### config.mk
export PLATFORM = sky130hd
export DESIGN_NAME = if_id_pipe_reg
export DESIGN_NICKNAME = d
export VERILOG_FILES = /design/src/rtl/if_id_pipe_reg.sv
export SDC_FILE = /design/constraint.sdc
export NUM_CORES = 1
export LEC_CHECK = 0
export ABC_AREA = 1
export CORE_MARGIN = 4
export CORE_UTILIZATION = 53
export DETAILED_ROUTE_END_ITERATION = 10
export GPL_TIMING_DRIVEN = 0
export PLACE_DENSITY = 0.85
export SLEW_MARGIN = 20
export SYNTH_ARGS = -nofsm -noshare
export SYNTH_HDL_FRONTEND = slang
export SYNTH_SLANG_ARGS = --single-unit
### constraint.sdc
create_clock -name clk -period 5.7 [get_ports clk]
set_input_delay 0.57 -clock clk [delete_from_list [all_inputs] [get_ports clk]]
set_output_delay 0.57 -clock clk [all_outputs]
set_load 0.01 [all_outputs]
### src/rtl/if_id_pipe_reg.sv
// ---------------------------------------------------------------------------
// if_id_pipe_reg
// Pipeline register between instruction fetch and decode. It is a 2-entry skid
// buffer: a main entry that drives out_* and a skid entry that catches one
// extra instruction when decode stalls. in_ready comes from a register, so
// there is no combinational path from out_ready to in_ready.
//
// Ports:
//   clk            rising-edge clock
//   rst            synchronous active-high reset
//   flush          drop every held entry (mispredict / trap)
//   in_valid       fetch presents an instruction
//   in_ready       register can accept (registered)
//   in_pc          PC of the fetched instruction
//   in_instr       fetched instruction word
//   in_pred_taken  fetch-stage branch prediction bit
//   out_valid      decode-side head entry valid (registered)
//   out_ready      decode consumes the head entry
//   out_pc         PC of the head entry
//   out_instr      head instruction; NOP_INSTR when out_valid=0
//   out_pred_taken head prediction bit; 0 when out_valid=0
// ---------------------------------------------------------------------------
module if_id_pipe_reg #(
    parameter int unsigned XLEN      = 32,
    parameter logic [31:0] NOP_INSTR = 32'h0000_0013
) (
    input  logic            clk,
    input  logic            rst,
    input  logic            flush,
    input  logic            in_valid,
    output logic            in_ready,
    input  logic [XLEN-1:0] in_pc,
    input  logic [31:0]     in_instr,
    input  logic            in_pred_taken,
    output logic            out_valid,
    input  logic            out_ready,
    output logic [XLEN-1:0] out_pc,
    output logic [31:0]     out_instr,
    output logic            out_pred_taken
);

    localparam int unsigned ILEN = 32;

    localparam logic [1:0] ST_EMPTY = 2'd0;
    localparam logic [1:0] ST_FULL  = 2'd1;
    localparam logic [1:0] ST_SKID  = 2'd2;

    logic [1:0]      state_q, state_d;
    logic            in_ready_q, in_ready_d;
    logic            out_valid_q, out_valid_d;

    // Main entry doubles as the output register.
    logic [XLEN-1:0] main_pc_q, main_pc_d;
    logic [ILEN-1:0] main_instr_q, main_instr_d;
    logic            main_pred_q, main_pred_d;

    logic [XLEN-1:0] skid_pc_q, skid_pc_d;
    logic [ILEN-1:0] skid_instr_q, skid_instr_d;
    logic            skid_pred_q, skid_pred_d;

    logic            accept;
    logic            consume;

    assign accept  = in_valid & in_ready_q;
    assign consume = out_valid_q & out_ready;

    // Next-state, entry movement and registered-output precompute.
    always_comb begin
        state_d      = state_q;
        main_pc_d    = main_pc_q;
        main_instr_d = main_instr_q;
        main_pred_d  = main_pred_q;
        skid_pc_d    = skid_pc_q;
        skid_instr_d = skid_instr_q;
        skid_pred_d  = skid_pred_q;

        case (state_q)
            ST_EMPTY: begin
                if (accept) begin
                    state_d      = ST_FULL;
                    main_pc_d    = in_pc;
                    main_instr_d = in_instr;
                    main_pred_d  = in_pred_taken;
                end
            end
            ST_FULL: begin
                if (accept && consume) begin
                    main_pc_d    = in_pc;
                    main_instr_d = in_instr;
                    main_pred_d  = in_pred_taken;
                end else if (accept) begin
                    state_d      = ST_SKID;
                    skid_pc_d    = in_pc;
                    skid_instr_d = in_instr;
                    skid_pred_d  = in_pred_taken;
                end else if (consume) begin
                    state_d = ST_EMPTY;
                end
            end
            ST_SKID: begin
                // in_ready is low here, so only a consume can move things.
                if (consume) begin
                    state_d      = ST_FULL;
                    main_pc_d    = skid_pc_q;
                    main_instr_d = skid_instr_q;
                    main_pred_d  = skid_pred_q;
                end
            end
            default: state_d = ST_EMPTY;
        endcase

        // Flush wins over any accept in the same cycle.
        if (flush) begin
            state_d = ST_EMPTY;
        end

        // Empty register presents a harmless NOP to decode.
        if (state_d == ST_EMPTY) begin
            main_instr_d = NOP_INSTR;
            main_pred_d  = 1'b0;
        end

        in_ready_d  = (state_d != ST_SKID);
        out_valid_d = (state_d != ST_EMPTY);
    end

    // Control state and the visible head entry.
    always_ff @(posedge clk) begin
        if (rst) begin
            state_q      <= ST_EMPTY;
            in_ready_q   <= 1'b1;
            out_valid_q  <= 1'b0;
            main_pc_q    <= XLEN'(0);
            main_instr_q <= NOP_INSTR;
            main_pred_q  <= 1'b0;
        end else begin
            state_q      <= state_d;
            in_ready_q   <= in_ready_d;
            out_valid_q  <= out_valid_d;
            main_pc_q    <= main_pc_d;
            main_instr_q <= main_instr_d;
            main_pred_q  <= main_pred_d;
        end
    end

    // Skid payload is only ever read when its state says it is valid.
    always_ff @(posedge clk) begin
        skid_pc_q    <= skid_pc_d;
        skid_instr_q <= skid_instr_d;
        skid_pred_q  <= skid_pred_d;
    end

    assign in_ready       = in_ready_q;
    assign out_valid      = out_valid_q;
    assign out_pc         = main_pc_q;
    assign out_instr      = main_instr_q;
    assign out_pred_taken = main_pred_q;

endmodule
### After elaboration in Yosys (flattened, before gate mapping)

Index checks and enable logic that the tools add are counted.

| word-level totals | value |
|---|---|
| register bits after elaboration | 134 |
| output and inout port bits | 67 |
| logic and storage cells | 45 |

| operators by class | value |
|---|---|
| equal/unequal tests | 6 |
| mux-type cells | 19 |
| bitwise operators | 3 |
| reduce and logical (&&, ||, !) cells | 8 |

Operators with widths:

| operator | count |
|---|---|
| two-way mux 32 bit | 6 |
| case mux 32 bit (3 select lines) | 2 |
| two-way mux 2 bit | 6 |
| inequality test 2 bit, second input constant | 4 |
| case mux 2 bit (3 select lines) | 1 |
| zero test 2 bit | 2 |
| AND reduction 4 bit | 1 |
| two-way mux 1 bit | 3 |
| case mux 1 bit (3 select lines) | 1 |
| AND reduction 3 bit | 1 |
| nonzero test 3 bit | 1 |
| AND 1 bit | 2 |
| == test 2 x 1 -> 1 bit, second input constant | 1 |
| == test 2 bit, second input constant | 1 |
| nonzero test 2 bit | 1 |
| OR reduction 2 bit | 1 |
| logical AND 1 bit | 1 |
| NOT 1 bit | 1 |

### Depth between registers and ports, before layout

Gate-level depths: netlist (run 1).

| depth | value |
|---|---|
| word-level depth | 8 |
| mapped depth | 10 |

### Worst setup path before layout (run 1)

OpenSTA, ideal clock, no wires.

| path | value |
|---|---|
| path type | input-to-reg |
| start point | input port out_ready |
| end point | register skid_instr_q[0], enable pin |
| setup time | 488 ps |
| data arrival time | 3511 ps |
| setup slack | 1701 ps |
| stages | 3 |
| path buffers | 0 |
| cell sequence | nand2_1 -> nand2_1 -> nor2_1 |

| on the way | value |
|---|---|
| longest elaborated chain between the ends | 4 |

Ends and longest elaborated chain:

| item | line | text |
|---|---|---|
| from (decl) | 36 | `input logic out_ready,` |
| AND 1 bit | 65 | `assign consume = out_valid_q & out_ready;` |
| logical AND 1 bit | 87 | `if (accept && consume) begin` |
| NOT 1 bit (no line) | - |  |
| AND reduction 3 bit (no line) | - |  |
| to (signal assigned) | 149 | `skid_instr_q <= skid_instr_d;` |
| to (decl) | 58 | `logic [ILEN-1:0] skid_instr_q, skid_instr_d;` |

Every way passes these cells.
A chain may end at the register's enable or synchronous reset.

### Worst setup path after layout (run 1)

| path | value |
|---|---|
| start point | input port out_ready |
| end point | register skid_pc_q[5], enable pin |

| on the way | value |
|---|---|
| longest elaborated chain between the ends | 4 |

Ends and longest elaborated chain:

| item | line | text |
|---|---|---|
| AND 1 bit | 65 |  |
| logical AND 1 bit | 87 |  |
| NOT 1 bit (no line) | - |  |
| AND reduction 3 bit (no line) | - |  |
| to (signal assigned) | 148 | `skid_pc_q <= skid_pc_d;` |
| to (decl) | 57 | `logic [XLEN-1:0] skid_pc_q, skid_pc_d;` |

Every way passes these cells.

==> results of run 1 <==
-- worst min-delay path, cell delays in order (launching register included) --
cell     delay (ns)
dfxtp_1        0.34
o21ai_1        0.07
nand2_1        0.05
-- power groups by stage --
stage / clock network (mW) / registers [mW] / logic, mW
after floorplan: 0 / 1.09 / 0.114
after global placement: 0 / 1.08 / 0.257
after detailed placement: 0 / 1.08 / 0.269
after CTS: 1.10 / 1.06 / 0.273
after global routing: 1.14 / 1.07 / 0.298
final: 1.09 / 1.06 / 0.274
-- flip-flops by register name, indices dropped and copies added (netlist names) --
register / flops
in_ready: 1
out_pc: 32
out_instr: 32
state_q: 2
skid_instr_q: 32
skid_pc_q: 32
skid_pred_q: 1
out_pred_taken: 1
out_valid: 1
-- worst min-delay path by stage --
stage | startpoint | end | slack (ns) | cells after the start
after floorplan | out_instr[0]$_SDFFE_PP1P_ | out_instr[0]$_SDFFE_PP1P_ | 0.50 | 2
after global placement | out_instr[0]$_SDFFE_PP1P_ | out_instr[0]$_SDFFE_PP1P_ | 0.45 | 2
after detailed placement | out_instr[0]$_SDFFE_PP1P_ | out_instr[0]$_SDFFE_PP1P_ | 0.45 | 2
after CTS | out_instr[0]$_SDFFE_PP1P_ | out_instr[0]$_SDFFE_PP1P_ | 0.49 | 2
after global routing | out_instr[0]$_SDFFE_PP1P_ | out_instr[0]$_SDFFE_PP1P_ | 0.51 | 2
final | out_instr[0]$_SDFFE_PP1P_ | out_instr[0]$_SDFFE_PP1P_ | 0.48 | 2
-- synth_stat cells, types with 2 or more instances --
cell type | number | area share
dfxtp_1 | 69 | 0.24
a21oi_2 | 8 | 0.012
inv_1 | 36 | 0.024
inv_2 | 3 | 0.0020
nor2_1 | 70 | 0.046
buf_6 | 3 | 0.0060
o21ai_1 | 22 | 0.019
nand3_1 | 94 | 0.083
o21ai_0 | 19 | 0.017
edfxtp_1 | 65 | 0.34
buf_4 | 10 | 0.013
buf_1 | 2 | 0.0013
a21oi_1 | 25 | 0.022
clkbuf_1 | 5 | 0.0033
nand2_1 | 197 | 0.13
buf_2 | 27 | 0.024
-- metrics by stage --
stage               power [mW]  area [sq um]
finish                    2.43          7880
detailed placement        1.35          7280
CTS                       2.44          7880
global route              2.51          7880
global placement          1.34          7190
floorplan                 1.21          5660
-- cell type report --
class | instances | area [sq um]
sequential | 134 | 3330
fill | 723 | 2490
multi-input combinational | 439 | 1920
timing repair buffer | 139 | 1440
clock buffer | 18 | 418
buffer | 47 | 270
clock inverter | 14 | 173
tap | 136 | 170
inverter | 39 | 146
-- routing by layer --
layer,routed length [um],track usage,vias up
li1,-,-,2482
met1,6220,0.295,2381
met2,7390,0.409,217
met3,1060,0.0636,20
met4,195,0.0754,0
met5,0,0,-
-- kinds of logic (layout without fill, tap and decap cells) --
kind of cell,count (synthesis),after routing,synth area share
AND/OR/NAND/NOR,365,365,0.267
flip-flops,134,134,0.589
buffers and inverters,86,257,0.0736
AO/OA/AOI/OAI,74,74,0.0707
==> flow_summary.json, run 1 <==
{
  "outcome": "finished, final reports clean",
  "setup_viol": 0,
  "path_class": "primary input to flip-flop",
  "ys_warn_count": 0,
  "tns_ns": 0,
  "final.min_clock_period_ns": 2.04,
  "layout_common_cells": "nand2_1, clkdlybuf4s50_1, nand3_1",
  "rows": 37,
  "avgViaCountPerCell": 5.28,
  "worstReg2RegStart": "state_q[1]$_SDFF_PP0_",
  "synth_seq_cells": 134,
  "slowest_stage": "clkdlybuf4s50_1",
  "p_clk_frac": 0.449,
  "synth_flop_cell": "dfxtp_1",
  "clk_path_buf_depth": 2,
  "grt_pass1_vias": 5078,
  "reg2reg_to": "skid_pc_q[5]$_DFFE_PP_",
  "ir_drop_uv": 168,
  "relSlewSlack": 0.700,
  "whs_ns": 0.484,
  "nets": 887,
  "rsz0062_at_grt": "no",
  "final_max_slew_viol_count": 0,
  "drt_wl_total_um": 14900,
  "final_common_cell": "nand2_1",
  "maxCapViolations": 0,
  "die_x_um": 111,
  "startpoint": "out_ready",
  "gp_congestion": 0.859,
  "end_kind": "flip-flop",
  "cpLargestDelayFamily": "buffers and inverters",
  "start_util": 0.546,
  "syn2layout_area_growth_pct": 39.1,
  "grt_antenna_before_repair": 0,
  "fin_crit_sh": 0.358,
  "final_util": 0.759,
  "synth.avg_cell_area_sq_um": 8.59,
  "clock_skew_ns": 0.0101,
  "worst_pin_slew_ns": 0.449,
  "syn_area_sq_um": 5660,
  "drive_above_1_share": 0.108,
  "fin_ws_ns": 3.66,
  "seq_area_frac_synth": 0.589,
  "io_buffers": 136,
  "htreeDepth": 4,
  "clock_latency_ns": 0.52,
  "cpMostUsedCell": "buf_16",
  "clock.fmax_mhz": 491,
  "drt_first_pass_iters": 5,
  "synth_nets": 729,
  "slowest_delay_ns": 0.46,
  "drt_iter0_markers": 412,
  "fp.dieH_um": 111,
  "post_cts_resized": 0,
  "top_level_ports": 137,
  "core_area_sq_um": 10400,
  "path_cells": "clkdlybuf4s50_1 -> nand2_1 -> nand2_1 -> nor2_4 -> buf_16 -> buf_16 -> buf_16",
  "hold_class": "flip-flop to flip-flop",
  "cp.depth": 7,
  "wire_per_inst_um": 15.4,
  "reg2reg_depth": 7,
  "clkTransAtPathRegs_ns": 0.06,
  "arrival_ns": 2.26,
  "grt_usage": 0.238,
  "postSynth.asyncResetShare": 0,
  "reg2reg_slack_ns": 3.83,
  "synth_edf_count": 65,
  "synth.distinct_cells": 20,
  "diodes": 0,
  "seqPwrFrac": 0.438,
  "endpoint": "skid_pc_q[5]$_DFFE_PP_",
  "root_buffer": "clkbuf_8",
  "via_count": 5100,
  "cts_tree": "built",
  "p_sw_frac": 0.238,
  "grt_max_degree": 24,
  "crit_path_max_fanout": 23,
  "preCtsSetupSlack_ns": 3.15,
  "synthCells": 659,
  "p_sw_mw": 0.578,
  "cts_sinks": 134,
  "drtAntennaViolNets": 0,
  "power_per_cell_area_nw_per_um2": 308,
  "cts_buffers": 17,
  "leakage_nw": 3.32,
  "grt_remaining_overflow": 0,
  "crit_buf_inv": 4,
  "hold_violations": 0,
  "layout.cells.non_filler": 966,
  "internal-power_mw": 1.85,
  "p_comb_frac": 0.113,
  "die-area_sq_um": 12400,
  "drc": 0,
  "worstPathRequired_ns": 5.92,
  "grt_pass1_wl_um": 24100,
  "placedCellCount": 934,
  "cp-start-kind": "primary input",
  "cts_setup_buffers": 0,
  "dp_hpwl_um": 10500,
  "cts_hold_buf": 0
}
No activity file was read; power rests on OpenSTA's default activity.
==> run 2: changes to the inputs <==
- CORE_UTILIZATION: 53 -> 50
- PLACE_DENSITY: 0.85 -> 0.81
- clock period: 5.7 -> 2.15 ns (I/O delays scaled with it)
==> flow_summary.json, run 2 (same netlist as run 1, synthesis figures left out) <==
{
  "outcome": "finished, final reports clean",
  "rows": 38,
  "fin_ws_ns": 0.345,
  "grt_remaining_overflow": 0,
  "root_buffer": "clkbuf_16",
  "worst_pin_slew_ns": 0.713,
  "power_per_cell_area_nw_per_um2": 808,
  "preCtsSetupSlack_ns": -0.0179,
  "cts_hold_buf": 0,
  "clock.fmax_mhz": 554,
  "grt_antenna_before_repair": 0,
  "core_area_sq_um": 11000,
  "reg2reg_depth": 5,
  "grt_pass1_wl_um": 24100,
  "power_mw": 6.34,
  "crit_path_max_fanout": 22,
  "cp.depth": 5,
  "ir_drop_uv": 542,
  "final_max_slew_viol_count": 0,
  "tns_ns": 0,
  "cts_buffers": 17,
  "grt_pass1_vias": 5054,
  "place_area_sq_um": 7260,
  "clkTransAtPathRegs_ns": 0.05,
  "avgViaCountPerCell": 5.29,
  "final.min_clock_period_ns": 1.80,
  "end_kind": "flip-flop",
  "top_level_ports": 137,
  "die-area_sq_um": 13100,
  "cpLargestDelayFamily": "simple AND/OR/NAND/NOR gates",
  "drive_above_1_share": 0.106,
  "final_common_cell": "nand2_1",
  "rsz0062_at_grt": "no",
  "via_count": 5128,
  "cts_setup_buffers": 0,
  "cts_tree": "built",
  "cts_sinks": 134,
  "relSlewSlack": 0.524,
  "htreeDepth": 4,
  "drt_iter0_markers": 439,
  "hold_violations": 0,
  "crit_buf_inv": 3,
  "maxCapViolations": 0,
  "worstPathRequired_ns": 2.27,
  "fp.dieH_um": 114,
  "clock_latency_ns": 0.42,
  "post-route-cell-area_sq_um": 7840,
  "hold_depth": 1,
  "post_cts_resized": 0,
  "slowest_stage": "nor2_4",
  "gp_congestion": 0.830,
  "grt_usage": 0.234,
  "clock_skew_ns": 0.0115,
  "path_class": "flip-flop to flip-flop",
  "setup_viol": 0,
  "drt_first_pass_iters": 5,
  "grt_max_degree": 26,
  "arrival_ns": 1.92,
  "io_buffers": 136,
  "layout_common_cells": "nand2_1, clkdlybuf4s50_1, nand3_1",
  "syn2layout_area_growth_pct": 38.5,
  "path_cells": "buf_4 -> inv_2 -> nand3_1 -> nor2_4 -> buf_16",
  "hold_class": "primary input to flip-flop",
  "diodes": 0,
  "drtAntennaViolNets": 0,
  "nets": 886,
  "wire_per_inst_um": 15.6,
  "drc": 0,
  "fin_crit_sh": 0.839,
  "start_util": 0.516,
  "clk_path_buf_depth": 2,
  "drt_wl_total_um": 15100,
  "slowest_delay_ns": 0.58,
  "dp_hpwl_um": 10600,
  "cp-start-kind": "flip-flop",
  "leakage_nw": 3.33,
  "die_x_um": 114
}
==> run 2: cell count changes in the layout (fill, tap and decap cells not counted), sizes merged <==
cell / previous run / this run
clkbuf: 23 / 29
clkinv: 2 / 7
clkinvlp: 5 / 0
inv: 43 / 39
bufinv: 3 / 1
buf: 45 / 44
==> run 2: power by group <==
part,switching [mW],internal [mW]
Clock,1.02,1.77
Combinational,0.372,0.353
Sequential,0.0455,2.78
==> run 2: metal layers <==
| metal | GRT usage | vias up | share of wire |
|---|---|---|---|
| li1 | - | 2477 | - |
| met1 | 0.282 | 2390 | 0.40 |
| met2 | 0.400 | 228 | 0.49 |
| met3 | 0.0645 | 33 | 0.087 |
| met4 | 0.0847 | 0 | 0.019 |
| met5 | 0 | - | 0 |
==> run 2: worst reg2reg max path, stage by stage, from the launching register on <==
cell	delay (ns)
dfxtp_1	0.30
buf_4	0.16
inv_2	0.07
nand3_1	0.13
nor2_4	0.58
buf_16	0.26
==> run 2: layout make-up <==
type | instances | area [sq um]
Clock inverter | 8 | 68.8
Clock buffer | 24 | 513
Fill cell | 797 | 3140
Inverter | 39 | 146
Timing Repair Buffer | 138 | 1420
Sequential cell | 134 | 3330
Tap cell | 140 | 175
Multi-Input combinational cell | 439 | 1920
Buffer | 47 | 270
==> run 2: worst paths after layout <==
kind                        startpoint                         to  slack (ns)
max              state_q[1]$_SDFF_PP0_    skid_pc_q[31]$_DFFE_PP_        0.35
min                        in_instr[4]  skid_instr_q[4]$_DFFE_PP_        0.37
max reg2reg      state_q[1]$_SDFF_PP0_    skid_pc_q[31]$_DFFE_PP_        0.35
min reg2reg  out_instr[0]$_SDFFE_PP1P_  out_instr[0]$_SDFFE_PP1P_        0.47
==> run 2: stage by stage <==
step | util | instances | hold slack [ns]
floorplan | - | 659 | 0.314
global placement | 0.656 | 935 | 0.448
detailed placement | 0.661 | 937 | 0.459
CTS | 0.714 | 969 | 0.362
global route | 0.714 | 969 | 0.374
finish | 0.714 | 969 | 0.374
